File: src/rtl/regfile_pkg.sv
// Shared definitions for the register-file write-back path: address widths,
// the buffered write-entry record and the issue-source encoding.
package regfile_pkg;

   localparam int REG_ADDR_W = 5;
   localparam int NUM_REGS   = 32;
   localparam int WB_DATA_W  = 32;

   // Buffered entries are packed as {rd, data}; rd sits in the top bits.
   typedef struct packed {
      logic [REG_ADDR_W-1:0] rd;
      logic [WB_DATA_W-1:0]  data;
   } wb_entry_t;

   typedef enum logic [1:0] {
      SRC_IDLE  = 2'd0,
      SRC_ALU   = 2'd1,
      SRC_FIFO  = 2'd2,
      SRC_STALL = 2'd3
   } issue_src_e;

   function automatic logic [NUM_REGS-1:0] rd_onehot(input logic [REG_ADDR_W-1:0] rd);
      logic [NUM_REGS-1:0] oh;
      oh = '0;
      if (rd != '0) begin
         oh[rd] = 1'b1;
      end else begin
         oh = '0;
      end
      return oh;
   endfunction

endpackage

File: src/rtl/regfile_writeback_wb_fifo.sv
// Small synchronous FIFO holding load results awaiting a write-port slot.
// With REGFILE_WB_PENDING_EN it also exposes its storage and per-slot valid bits.
module wb_fifo #(
   parameter  int DEPTH = 2,
   parameter  int EW    = 37,
   localparam int AW    = $clog2(DEPTH)
) (
   input  logic          clk,
   input  logic          rst,
   input  logic          push_i,
   input  logic          pop_i,
   input  logic [EW-1:0] wdata_i,
   output logic [EW-1:0] rdata_o,
   output logic          full_o,
   output logic          empty_o,
   output logic [AW:0]   count_o
`ifdef REGFILE_WB_PENDING_EN
   ,
   output logic [DEPTH-1:0]         valid_o,
   output logic [DEPTH-1:0][EW-1:0] mem_o
`endif
);

   logic [DEPTH-1:0][EW-1:0] mem_q;
   logic [AW-1:0]            wr_ptr_q;
   logic [AW-1:0]            rd_ptr_q;
   logic [AW:0]              cnt_q;
   logic                     push_s;
   logic                     pop_s;

   assign full_o  = (cnt_q == (AW+1)'(DEPTH));
   assign empty_o = (cnt_q == '0);
   assign count_o = cnt_q;
   assign rdata_o = mem_q[rd_ptr_q];
   assign push_s  = push_i && !full_o;
   assign pop_s   = pop_i && !empty_o;

   // Storage, pointers (wrap naturally since DEPTH is a power of two) and occupancy
   always_ff @(posedge clk or posedge rst) begin
      if (rst) begin
         mem_q    <= '0;
         wr_ptr_q <= '0;
         rd_ptr_q <= '0;
         cnt_q    <= '0;
      end else begin
         if (push_s) begin
            mem_q[wr_ptr_q] <= wdata_i;
            wr_ptr_q        <= wr_ptr_q + AW'(1);
         end
         if (pop_s) begin
            rd_ptr_q <= rd_ptr_q + AW'(1);
         end
         case ({push_s, pop_s})
            2'b10:   cnt_q <= cnt_q + (AW+1)'(1);
            2'b01:   cnt_q <= cnt_q - (AW+1)'(1);
            default: cnt_q <= cnt_q;
         endcase
      end
   end

`ifdef REGFILE_WB_PENDING_EN
   assign mem_o = mem_q;

   // A slot is live when its distance from the read pointer is below the occupancy
   always_comb begin
      valid_o = '0;
      for (int i = 0; i < DEPTH; i++) begin
         valid_o[i] = ({1'b0, AW'(i) - rd_ptr_q} < cnt_q);
      end
   end
`endif

endmodule

File: src/rtl/regfile_writeback.sv
// Register-file write-port driver merging ALU and buffered load results.
// Optional feature macro: REGFILE_WB_PENDING_EN (pending destination bitmap).
module regfile_writeback
   import regfile_pkg::*;
#(
   parameter int WIDTH      = 32,
   parameter int DEPTH      = 2,
   parameter int STARVE_MAX = 4
) (
   input  logic                  clk,
   input  logic                  rst,
   input  logic                  alu_valid,
   output logic                  alu_ready,
   input  logic [REG_ADDR_W-1:0] alu_rd,
   input  logic [WIDTH-1:0]      alu_data,
   input  logic                  mem_valid,
   output logic                  mem_ready,
   input  logic [REG_ADDR_W-1:0] mem_rd,
   input  logic [WIDTH-1:0]      mem_data,
   output logic                  reg_write,
   output logic [REG_ADDR_W-1:0] w1,
   output logic [WIDTH-1:0]      wd1,
   output logic [NUM_REGS-1:0]   pending
);

   localparam int EW = REG_ADDR_W + WIDTH;
   localparam int CW = $clog2(DEPTH) + 1;

   logic [EW-1:0]         fifo_rdata_s;
   logic                  fifo_full_s;
   logic                  fifo_empty_s;
   logic [CW-1:0]         fifo_cnt_s;
   logic                  push_s;
   logic                  pop_s;
   issue_src_e            src_s;
   logic                  iss_vld_s;
   logic [REG_ADDR_W-1:0] iss_rd_s;
   logic [WIDTH-1:0]      iss_data_s;
   logic [3:0]            starve_q, starve_d;
   logic                  reg_write_q, reg_write_d;
   logic [REG_ADDR_W-1:0] w1_q, w1_d;
   logic [WIDTH-1:0]      wd1_q, wd1_d;

   // No same-cycle pass-through: readiness depends only on stored occupancy
   assign mem_ready = !rst && !fifo_full_s;
   assign push_s    = mem_valid && mem_ready;
   assign pop_s     = (src_s == SRC_FIFO) || (src_s == SRC_STALL);

`ifdef REGFILE_WB_PENDING_EN
   logic [DEPTH-1:0]         fifo_vld_s;
   logic [DEPTH-1:0][EW-1:0] fifo_mem_s;
`endif

   wb_fifo #(.DEPTH(DEPTH), .EW(EW)) u_fifo (
      .clk     (clk),
      .rst     (rst),
      .push_i  (push_s),
      .pop_i   (pop_s),
      .wdata_i ({mem_rd, mem_data}),
      .rdata_o (fifo_rdata_s),
      .full_o  (fifo_full_s),
      .empty_o (fifo_empty_s),
      .count_o (fifo_cnt_s)
`ifdef REGFILE_WB_PENDING_EN
      ,
      .valid_o (fifo_vld_s),
      .mem_o   (fifo_mem_s)
`endif
   );

   // Arbitration: ALU has priority until loads have waited STARVE_MAX ALU wins
   always_comb begin
      src_s     = SRC_IDLE;
      alu_ready = 1'b0;
      starve_d  = starve_q;
      if (rst) begin
         src_s    = SRC_IDLE;
         starve_d = '0;
      end else if ((starve_q == 4'(STARVE_MAX)) && !fifo_empty_s) begin
         src_s    = SRC_STALL;
         starve_d = '0;
      end else begin
         alu_ready = 1'b1;
         if (alu_valid) begin
            src_s = SRC_ALU;
            if (fifo_cnt_s == '0) begin
               starve_d = '0;
            end else if (starve_q < 4'(STARVE_MAX)) begin
               starve_d = starve_q + 4'd1;
            end else begin
               starve_d = starve_q;
            end
         end else if (!fifo_empty_s) begin
            src_s    = SRC_FIFO;
            starve_d = '0;
         end else begin
            src_s    = SRC_IDLE;
            starve_d = '0;
         end
      end
   end

   // Select the winner's payload; writes to x0 are consumed but never driven
   always_comb begin
      iss_vld_s   = 1'b0;
      iss_rd_s    = '0;
      iss_data_s  = '0;
      case (src_s)
         SRC_ALU: begin
            iss_vld_s  = 1'b1;
            iss_rd_s   = alu_rd;
            iss_data_s = alu_data;
         end
         SRC_FIFO, SRC_STALL: begin
            iss_vld_s  = 1'b1;
            iss_rd_s   = fifo_rdata_s[EW-1:WIDTH];
            iss_data_s = fifo_rdata_s[WIDTH-1:0];
         end
         default: begin
            iss_vld_s = 1'b0;
         end
      endcase
      reg_write_d = 1'b0;
      w1_d        = w1_q;
      wd1_d       = wd1_q;
      if (iss_vld_s && (iss_rd_s != '0)) begin
         reg_write_d = 1'b1;
         w1_d        = iss_rd_s;
         wd1_d       = iss_data_s;
      end else begin
         reg_write_d = 1'b0;
      end
   end

   // Registered write port and starvation counter
   always_ff @(posedge clk or posedge rst) begin
      if (rst) begin
         reg_write_q <= 1'b0;
         w1_q        <= '0;
         wd1_q       <= '0;
         starve_q    <= '0;
      end else begin
         reg_write_q <= reg_write_d;
         w1_q        <= w1_d;
         wd1_q       <= wd1_d;
         starve_q    <= starve_d;
      end
   end

   assign reg_write = reg_write_q;
   assign w1        = w1_q;
   assign wd1       = wd1_q;

`ifdef REGFILE_WB_PENDING_EN
   // Destinations of every live buffered load, x0 excluded by rd_onehot
   always_comb begin
      pending = '0;
      for (int i = 0; i < DEPTH; i++) begin
         if (fifo_vld_s[i]) begin
            pending = pending | rd_onehot(fifo_mem_s[i][EW-1:WIDTH]);
         end else begin
            pending = pending;
         end
      end
   end
`else
   assign pending = '0;
`endif

endmodule

File: config.mk
export PLATFORM = sky130hd
export DESIGN_NAME = regfile_writeback
export DESIGN_NICKNAME = d
export VERILOG_FILES = /design/src/rtl/regfile_pkg.sv /design/src/rtl/regfile_writeback_wb_fifo.sv /design/src/rtl/regfile_writeback.sv
export SDC_FILE = /design/constraint.sdc
export NUM_CORES = 1
export LEC_CHECK = 0
export CAP_MARGIN = 25
export CORE_MARGIN = 1.5
export CORE_UTILIZATION = 51
export CTS_BUF_LIST = sky130_fd_sc_hd__clkbuf_4
export DETAILED_ROUTE_END_ITERATION = 6
export HOLD_SLACK_MARGIN = 0.06
export PLACE_DENSITY = 0.82
export SLEW_MARGIN = 20
export SYNTH_ARGS = -nofsm -noshare
export SYNTH_HDL_FRONTEND = slang
export SYNTH_HIERARCHICAL = 1
export SYNTH_SLANG_ARGS = --single-unit
File: constraint.sdc
create_clock -name clk -period 3.8 [get_ports clk]
set_input_delay 0.76 -clock clk [delete_from_list [all_inputs] [get_ports clk]]
set_output_delay 0.76 -clock clk [all_outputs]
set_load 0.03 [all_outputs]
== Yosys cells after proc, flatten, opt, wreduce, memory -nomap -nowiden ==
Index checks and enable logic that the tools add are counted.

* Add/sub/neg operators: 5
* Order comparisons: 4
* Eq/ne operators: 8
* Multiplexer cells: 21
* Reductions and logical operators: 16

{| class="wikitable"
|+ Operators by type and width
! kind !! count
|-
| two-way mux 37 bit || 3
|-
| bitwise mux 74 bit || 1
|-
| one-hot mux 32 bit (2 select lines) || 1
|-
| demux 37 bit (select 1 bit) || 1
|-
| two-way mux 4 bit || 5
|-
| one-hot mux 5 bit (2 select lines) || 1
|-
| equality test 2 bit (second input constant) || 4
|-
| two-way mux 2 bit || 4
|-
| logical AND 1 bit || 7
|-
| inequality test 5 x 2 -> 1 bit (second input constant) || 1
|-
| nonzero test 5 bit || 1
|-
| adder 4 x 1 -> 4 bit (second input constant) || 1
|-
| equality test 2 x 1 -> 1 bit (second input constant) || 2
|-
| equality test 4 x 3 -> 1 bit (second input constant) || 1
|-
| < comparator 1 x 2 -> 1 bit (second input constant) || 2
|-
| < comparator 4 x 3 -> 1 bit (second input constant) || 1
|-
| two-way mux 1 bit || 4
|-
| one-hot mux 2 bit (2 select lines) || 1
|-
| logical NOT 1 bit || 3
|-
| OR reduction 3 bit || 1
|-
| adder 1 bit (second input constant) || 2
|-
| adder 2 x 1 -> 2 bit (second input constant) || 1
|-
| logical NOT 2 bit || 1
|-
| nonzero test 2 bit || 1
|-
| 4 further kinds || 4
|}

* Bits in registers: 120
* Input port bits: 78
* Output and inout port bits: 72
* Logic and storage cells: 63

== Depth between registers and ports, before layout ==
Gate-level depths: netlist of the first run.

* Word-level depth: 11
* Depth in mapped cells: 10
* Gate-level depth less buffers: 9

== By module ==
The synthesis of the first run kept the hierarchy.

{| class="wikitable"
|+ By module, submodules not included
! module !! instances !! cells each !! area each (sq um) !! seq. area each (sq um)
|-
| wb_fifo || 1 || 216 || 3,676.0 || 1,951.9
|-
| regfile_writeback || 1 || 194 || 2,387.3 || 1,051.0
|}

== Worst setup path before layout of the first run ==
Ideal clock, no wire load.

* Kind: register to register
* Start: register u_fifo.rd_ptr_q
* End: register wd1_q[0] (netlist: wd1[0])
* Arrival: 2.597 ns
* Data required time: 3.675 ns
* Setup slack: 1.078 ns
* Cell stages (with the launch flop): 10
* Path buffers: 4
* Cells stage by stage: dfrtp_1 buf_2 buf_2 mux2_2 or4_1 or2_1 a22o_1 buf_6 buf_12 mux2_4

* Word-level cells in the longest chain between the ends: 5
* Elaborated cells between the ends (all ways): 6

{| class="wikitable"
|+ Ends and longest elaborated chain
! element !! line !! RTL
|-
| start: declaration || regfile_writeback_wb_fifo.sv:26 || <nowiki>logic [AW-1:0] rd_ptr_q;</nowiki>
|-
| start signal: assignment || regfile_writeback_wb_fifo.sv:51 || <nowiki>rd_ptr_q <= rd_ptr_q + AW'(1);</nowiki>
|-
| two-way mux 37 bit (implied by the code) (2 in a row) || regfile_writeback_wb_fifo.sv:34 || <nowiki>assign rdata_o = mem_q[rd_ptr_q];</nowiki>
|-
| named net fifo_rdata_s[35] || regfile_writeback.sv:29 || <nowiki>logic [EW-1:0] fifo_rdata_s;</nowiki>
|-
| one-hot mux 5 bit (2 select lines) || regfile_writeback.sv:108 || <nowiki>case (src_s)</nowiki>
|-
| nonzero test 5 bit || regfile_writeback.sv:126 || <nowiki>if (iss_vld_s && (iss_rd_s != '0)) begin</nowiki>
|-
| logical AND 1 bit || regfile_writeback.sv:126 ||
|-
| end signal: assignment || regfile_writeback.sv:145 || <nowiki>wd1_q <= wd1_d;</nowiki>
|-
| end: declaration || regfile_writeback.sv:42 || <nowiki>logic [WIDTH-1:0] wd1_q, wd1_d;</nowiki>
|}

The timed path passes the listed nets, and every way through them passes these cells. The select of a mux whose other input is x is not followed.
A chain may end at the register's enable or synchronous reset.

== Final worst setup path of the first run ==
* Start: register starve_q[0]
* End: output alu_ready

* Word-level cells in the longest chain between the ends: 4

{| class="wikitable"
|+ Ends and longest elaborated chain
! element !! line !! RTL
|-
| start: declaration || regfile_writeback.sv:39 || <nowiki>logic [3:0] starve_q, starve_d;</nowiki>
|-
| start signal: assignment || regfile_writeback.sv:146 || <nowiki>starve_q <= starve_d;</nowiki>
|-
| equality test 4 x 3 -> 1 bit || regfile_writeback.sv:79 || <nowiki>end else if ((starve_q == 4'(STARVE_MAX)) && !fifo_empty_s) begin</nowiki>
|-
| logical AND 1 bit || regfile_writeback.sv:79 ||
|-
| two-way mux 1 bit || regfile_writeback.sv:79 ||
|-
| two-way mux 1 bit || regfile_writeback.sv:76 || <nowiki>if (rst) begin</nowiki>
|-
| end: declaration || regfile_writeback.sv:13 || <nowiki>output logic alu_ready,</nowiki>
|}

No other way between the ends.

==> results.py, run 1 <==
metrics = {
    "timing": {
        "relSlewSlack_pct": 50.4,
        "hold_viol_final": 0,
        "rsz0062_at_grt": "false",
        "holdWs_ns": 0.504,
        "tightest_slew_ns": 0.743,
        "fin_setup_tns_ns": 0,
        "clock-skew-final_ns": 0.0224,
        "fmax_ghz": 0.315,
        "period_share_pct": 83.5,
        "setup_viol": 0,
        "post-route-min-period_ns": 3.17,
        "worst_slack_ns": 0.627,
        "final_max_slew_viol_count": 0,
    },
    "cts": {
        "cts-resized-gates": 0,
        "path_clk_slew_ns": 0.12,
        "clk_latency_ns": 0.52,
        "h-tree-depth": 4,
        "cts_hold_buffers": 0,
        "cts_setup_buffers": 0,
        "numCtsBuffers": 17,
        "clockBufferDepth": 2,
        "clock-root-buffer": "clkbuf_4",
        "clock-sinks": 120,
        "cts_tree": "done",
    },
    "floorplanning": {
        "rows": 39,
        "die-area_um2": 12600,
        "die_w_um": 112,
        "fp.dieH_um": 112,
        "design.portCount": 150,
        "initial_core_util_pct": 52.7,
        "coreArea_um2": 11500,
    },
    "power_and_ir_drop": {
        "p_switching_w": 0.00194,
        "swShare_pct": 32.3,
        "irDropWorstVdd_mv": 0.479,
        "pwr-share-comb_pct": 43.4,
        "p_per_area_nw_per_um2": 791,
        "leakage_nw": 3.48,
        "p_int_w": 0.00405,
        "seq_power_share_pct": 37.3,
        "p_clk_share_pct": 19.3,
    },
    "route": {
        "top_layer": "met4",
        "routed_wl_um": 12700,
        "wirelength_met1_um": 5760,
        "ant_nets": 0,
        "wl_per_cell_um": 18.4,
        "met2WireLength_um": 6030,
        "via_per_inst": 5.34,
        "drcViolationCount": 9,
        "first_iter_violations": 136,
        "first_pass_iters": 7,
        "routed-via-count": 3671,
        "wl_met3_um": 643,
    },
    "yosys": {
        "ys.flop_type": "dfrtp_1",
        "async_flop_share_pct": 100,
        "ys_seq_area_share_pct": 49.5,
        "synth_warnings": 6,
        "ys_top_cells_by_area": "dfrtp_1, mux2_4, mux2_2, a22o_1, buf_4",
        "synthCells": 410,
        "synth_top_area_share_pct": 49.5,
        "synth.distinct_cells": 32,
        "synth-seq-cells": 120,
        "syn_area_um2": 6060,
        "synth_edf_count": 0,
        "avgSynthCellArea_um2": 14.8,
        "yosys.area.top_type": "dfrtp_1",
    },
    "finish": {
        "post-route-util_pct": 65.7,
        "drive_gt1_share_pct": 35.5,
        "area_delta_synth_final_pct": 24.8,
        "seqCellArea_um2": 3000,
        "fin_nets": 611,
        "multi_input_area_um2": 2690,
        "mostFrequentLayoutCell": "dfrtp_1",
        "final_cells": 687,
        "fillers": 833,
        "final_cell_mix": "dfrtp_1, clkdlybuf4s50_1, mux2_4",
    },
    "worst_hold_path": {
        "min_path_type": "register to register",
    },
    "grt": {
        "grt_first_pass_wirelength_um": 20700,
        "grt_overflow": 0,
        "antenna_found_initial": 1,
        "grt_pass1_vias": 3974,
        "grt_max_degree": 51,
        "grt_use_total_pct": 21.4,
    },
    "critical_path": {
        "critical-path-max-stage-delay_ns": 0.61,
        "start_kind": "register",
        "required_ns": 3.04,
        "cp_top_family": "buffers and inverters",
        "rrSetupSlack_ns": 0.95,
        "cp_max_fo": 3,
        "arrival_ns": 2.41,
        "criticalPathCategory": "register to primary output",
        "cpMaxStageDelayCell": "clkdlybuf4s50_1",
        "endpoint_kind": "primary output",
        "path_cells": "inv_1 > ha_1 > nor4bb_1 > nor2_1 > clkdlybuf4s50_1",
        "crit_buf_inv": 2,
    },
    "place": {
        "dpl.cell_count": 652,
        "gp_congestion": 0.767,
        "pre_cts_ws_ns": 0.723,
        "dp_hpwl_um": 8320,
        "numPortBuffers": 117,
    },
    "run_status": {
        "status": "complete, but fails checks",
        "violations": "DRC",
    },
    "flow_run": {
        "drv_cap": 0,
    },
}
-- final cells by class --
class / instances / area share (%)
well taps: 143 / 2.36
clock inverters: 13 / 2.99
flip-flops and latches: 120 / 39.7
multi-input cells: 255 / 35.5
diodes: 1 / 0.0331
repair buffers: 126 / 17.0
clock buffers: 19 / 1.88
inverters: 10 / 0.512
-- through the flow --
| step | instance area [um^2] | power (W) |
|---|---|---|
| after floorplan | 6180 | 0.00416 |
| after global placement | 7140 | 0.00475 |
| after detailed placement | 7160 | 0.00484 |
| after CTS | 7530 | 0.00603 |
| after global routing | 7570 | 0.00632 |
| final | 7570 | 0.00599 |
-- sequential cells by signal (all words and copies together), names as in the netlist --
| name | count |
|---|---|
| reg_write | 1 |
| starve_q | 4 |
| u_fifo/count_o | 2 |
| u_fifo/mem_q | 74 |
| u_fifo/rd_ptr_q | 1 |
| u_fifo/wr_ptr_q | 1 |
| w1 | 5 |
| wd1 | 32 |
-- synthesized netlist by cell type (2+ instances only) --
| cell | count |
|---|---|
| nor2_1 | 8 |
| xnor2_1 | 4 |
| a21oi_1 | 2 |
| dfrtp_1 | 120 |
| a22oi_1 | 5 |
| buf_2 | 5 |
| a22o_1 | 34 |
| nand2_1 | 2 |
| nand3b_1 | 2 |
| o21ai_0 | 6 |
| buf_4 | 32 |
| clkbuf_1 | 7 |
| ha_1 | 3 |
| buf_6 | 7 |
| xor2_1 | 2 |
| mux2_4 | 85 |
| mux2_2 | 58 |
| buf_12 | 5 |
| inv_1 | 10 |
-- per-layer routing --
layer  GRT usage (%)  vias to the layer above
met5               0                        -
met2            33.9                      131
met3            4.75                       18
met1            28.8                     1877
met4            8.86                        0
li1                -                     1645
-- cells by family after synthesis --
| family | Yosys count | share of synthesized area [%] |
|---|---|---|
| AOI/OAI and AO/OA | 49 | 6.44 |
| xor gates and xnor gates | 6 | 0.867 |
| adders and majority gates | 3 | 0.619 |
| buffers and inverters | 66 | 8.38 |
| DFF | 120 | 49.5 |
| muxes | 143 | 31.8 |
| other | 1 | 0.0618 |
| and+or+nand+nor | 22 | 2.29 |
-- power by group through the flow --
stage          combinational, W  clock (W)  sequential (W)
4_1_cts                 0.00261    0.00118         0.00223
5_1_grt                 0.00275    0.00125         0.00231
3_5_place_dp            0.00260          0         0.00224
2_1_floorplan           0.00170          0         0.00246
3_3_place_gp            0.00254          0         0.00221
6_report                0.00260    0.00116         0.00224
-- path summary, 6_finish.rpt --
path                                      start          endpoint  cells after the start
worst max-delay path                starve_q[0]         alu_ready                      5
worst min-delay path            u_fifo/wr_ptr_q   u_fifo/wr_ptr_q                      1
worst max register to register  u_fifo/rd_ptr_q           wd1[22]                      6
worst min register to register  u_fifo/wr_ptr_q   u_fifo/wr_ptr_q                      1
max in group asynchronous                   rst  u_fifo/mem_q[25]                      4
min in group asynchronous                   rst  u_fifo/mem_q[40]                      2
No activity file was read; power rests on OpenSTA's default activity.
==> run 2: changes to the inputs <==
--- a/config.mk
+++ b/config.mk
@@ -7,11 +7,11 @@
 export LEC_CHECK = 0
 export CAP_MARGIN = 25
 export CORE_MARGIN = 1.5
-export CORE_UTILIZATION = 51
+export CORE_UTILIZATION = 46
 export CTS_BUF_LIST = sky130_fd_sc_hd__clkbuf_4
 export DETAILED_ROUTE_END_ITERATION = 6
 export HOLD_SLACK_MARGIN = 0.06
-export PLACE_DENSITY = 0.82
+export PLACE_DENSITY = 0.78
 export SLEW_MARGIN = 20
 export SYNTH_ARGS = -nofsm -noshare
 export SYNTH_HDL_FRONTEND = slang
==> constraint.sdc (replaced) <==
create_clock -name clk -period 2.54 [get_ports clk]
set_input_delay 0.508 -clock clk [delete_from_list [all_inputs] [get_ports clk]]
set_output_delay 0.508 -clock clk [all_outputs]
set_load 0.03 [all_outputs]
==> results.py, run 2 (synthesis gave the netlist of run 1 again) <==
metrics = {
    "timing": {
        "tightest_slew_ns": 0.535,
        "worst_slack_ns": 0.0940,
        "post-route-min-period_ns": 2.45,
        "holdWs_ns": 0.431,
        "hold_viol_final": 0,
        "setup_viol": 0,
        "fmax_ghz": 0.409,
        "rsz0062_at_grt": "false",
        "clock-skew-final_ns": 0.0152,
        "final_max_slew_viol_count": 0,
        "period_share_pct": 96.3,
        "relSlewSlack_pct": 64.3,
    },
    "floorplanning": {
        "die_w_um": 118,
        "coreArea_um2": 12700,
        "fp.dieH_um": 118,
        "initial_core_util_pct": 47.7,
        "die-area_um2": 13900,
        "rows": 41,
        "design.portCount": 150,
    },
    "grt": {
        "grt_use_total_pct": 19.9,
        "grt_overflow": 0,
        "grt_first_pass_wirelength_um": 21100,
        "antenna_found_initial": 2,
        "grt_pass1_vias": 4121,
        "grt_max_degree": 51,
    },
    "flow_run": {
        "drv_cap": 0,
    },
    "worst_hold_path": {
        "min_path_type": "input pin to asynchronous set/reset pin",
    },
    "power_and_ir_drop": {
        "irDropWorstVdd_mv": 0.577,
        "leakage_nw": 3.49,
        "p_per_area_nw_per_um2": 1120,
    },
    "route": {
        "wl_per_cell_um": 18.1,
        "routed-via-count": 3705,
        "via_per_inst": 5.12,
        "first_pass_iters": 4,
        "ant_nets": 0,
        "routed_wl_um": 13100,
        "drcViolationCount": 0,
        "first_iter_violations": 116,
    },
    "critical_path": {
        "r2r-end": "wd1[18]",
        "start_kind": "register",
        "arrival_ns": 2.86,
        "endpoint_kind": "register",
        "required_ns": 2.95,
        "cp_max_fo": 34,
        "rr_worst_depth": 6,
        "criticalPathCategory": "register to register",
        "rrSetupSlack_ns": 0.09,
        "r2r-start": "u_fifo/rd_ptr_q",
    },
    "finish": {
        "final_cells": 724,
        "final_cell_mix": "dfrtp_1, clkdlybuf4s50_1, mux2_4",
        "fillers": 1039,
        "largest_reg_flops": 74,
        "top_register": "u_fifo/mem_q",
        "drive_gt1_share_pct": 36.4,
        "area_delta_synth_final_pct": 25.0,
        "fin_nets": 623,
        "post-route-util_pct": 59.6,
        "mostFrequentLayoutCell": "dfrtp_1",
    },
    "cts": {
        "cts_hold_buffers": 0,
        "numCtsBuffers": 17,
        "h-tree-depth": 4,
        "cts_tree": "done",
        "path_clk_slew_ns": 0.10,
        "clockBufferDepth": 2,
        "clk_latency_ns": 0.53,
        "clock-root-buffer": "clkbuf_4",
        "clock-sinks": 120,
    },
    "place": {
        "dpl.cell_count": 694,
        "numPortBuffers": 117,
        "pre_cts_ws_ns": -0.0841,
        "dp_hpwl_um": 9190,
        "gp_congestion": 0.789,
    },
    "run_status": {
        "status": "finished, final reports clean",
    },
}
## run 2: cell type report
class | instances | area, um^2 | area share (%)
tap | 172 | 215 | 2.84
multi-input combinational | 255 | 2710 | 35.7
antenna | 2 | 5.00 | 0.0660
clock inverter | 7 | 58.8 | 0.776
sequential | 120 | 3000 | 39.6
clock buffer | 20 | 150 | 1.98
timing repair buffer | 138 | 1400 | 18.4
inverter | 10 | 38.8 | 0.512
## run 2: repair_timing
| action | 4_1_cts | 5_1_grt |
|---|---|---|
| resized for setup | 5 | 4 |
| setup endpoints to repair | 2 | 1 |
| gates cloned | 0 | 0 |
| buffers inserted | 0 | 1 |
## run 2: how the worst max path moves through the flow
stage / start / to / cells past startpoint
after floorplan: u_fifo/rd_ptr_q / wd1[0] / 9
after global placement: alu_rd[3] / wd1[25] / 6
after detailed placement: alu_rd[3] / wd1[23] / 6
after CTS: starve_q[0] / alu_ready / 6
after global routing: u_fifo/rd_ptr_q / wd1[23] / 6
final: u_fifo/rd_ptr_q / wd1[18] / 6
## run 2: critical path, cell delays in order, from the launching register on
cell	delay, ns
dfrtp_2	0.42
buf_4	0.47
mux2_2	0.43
or2_1	0.23
a22o_2	0.26
buf_12	0.17
mux2_4	0.32
## run 2: per-layer routing
metal  vias up  GRT usage, %  share of wire [%]
met5         -             0                  0
met4         0          8.92                2.8
met3        31          6.88                5.3
met2       132          32.9                 50
met1      1877          23.4                 42
li1       1665             -                  -
## run 2: metrics by stage
stage | setup TNS (ns) | total power, W | instance area [um^2]
4_1_cts | 0 | 0.00851 | 7560
3_3_place_gp | -1.37 | 0.00720 | 7350
5_1_grt | 0 | 0.00892 | 7580
2_1_floorplan | -0.424 | 0.00625 | 6200
3_5_place_dp | -2.22 | 0.00735 | 7350
6_report | 0 | 0.00846 | 7580
## run 2: power breakdown
part	total [W]	internal, W	leakage, nW	switching [W]
clock	0.00112	0.000477	0.119	0.000646
sequential	0.00333	0.00279	1.48	0.000540
combinational	0.00400	0.00233	1.89	0.00167
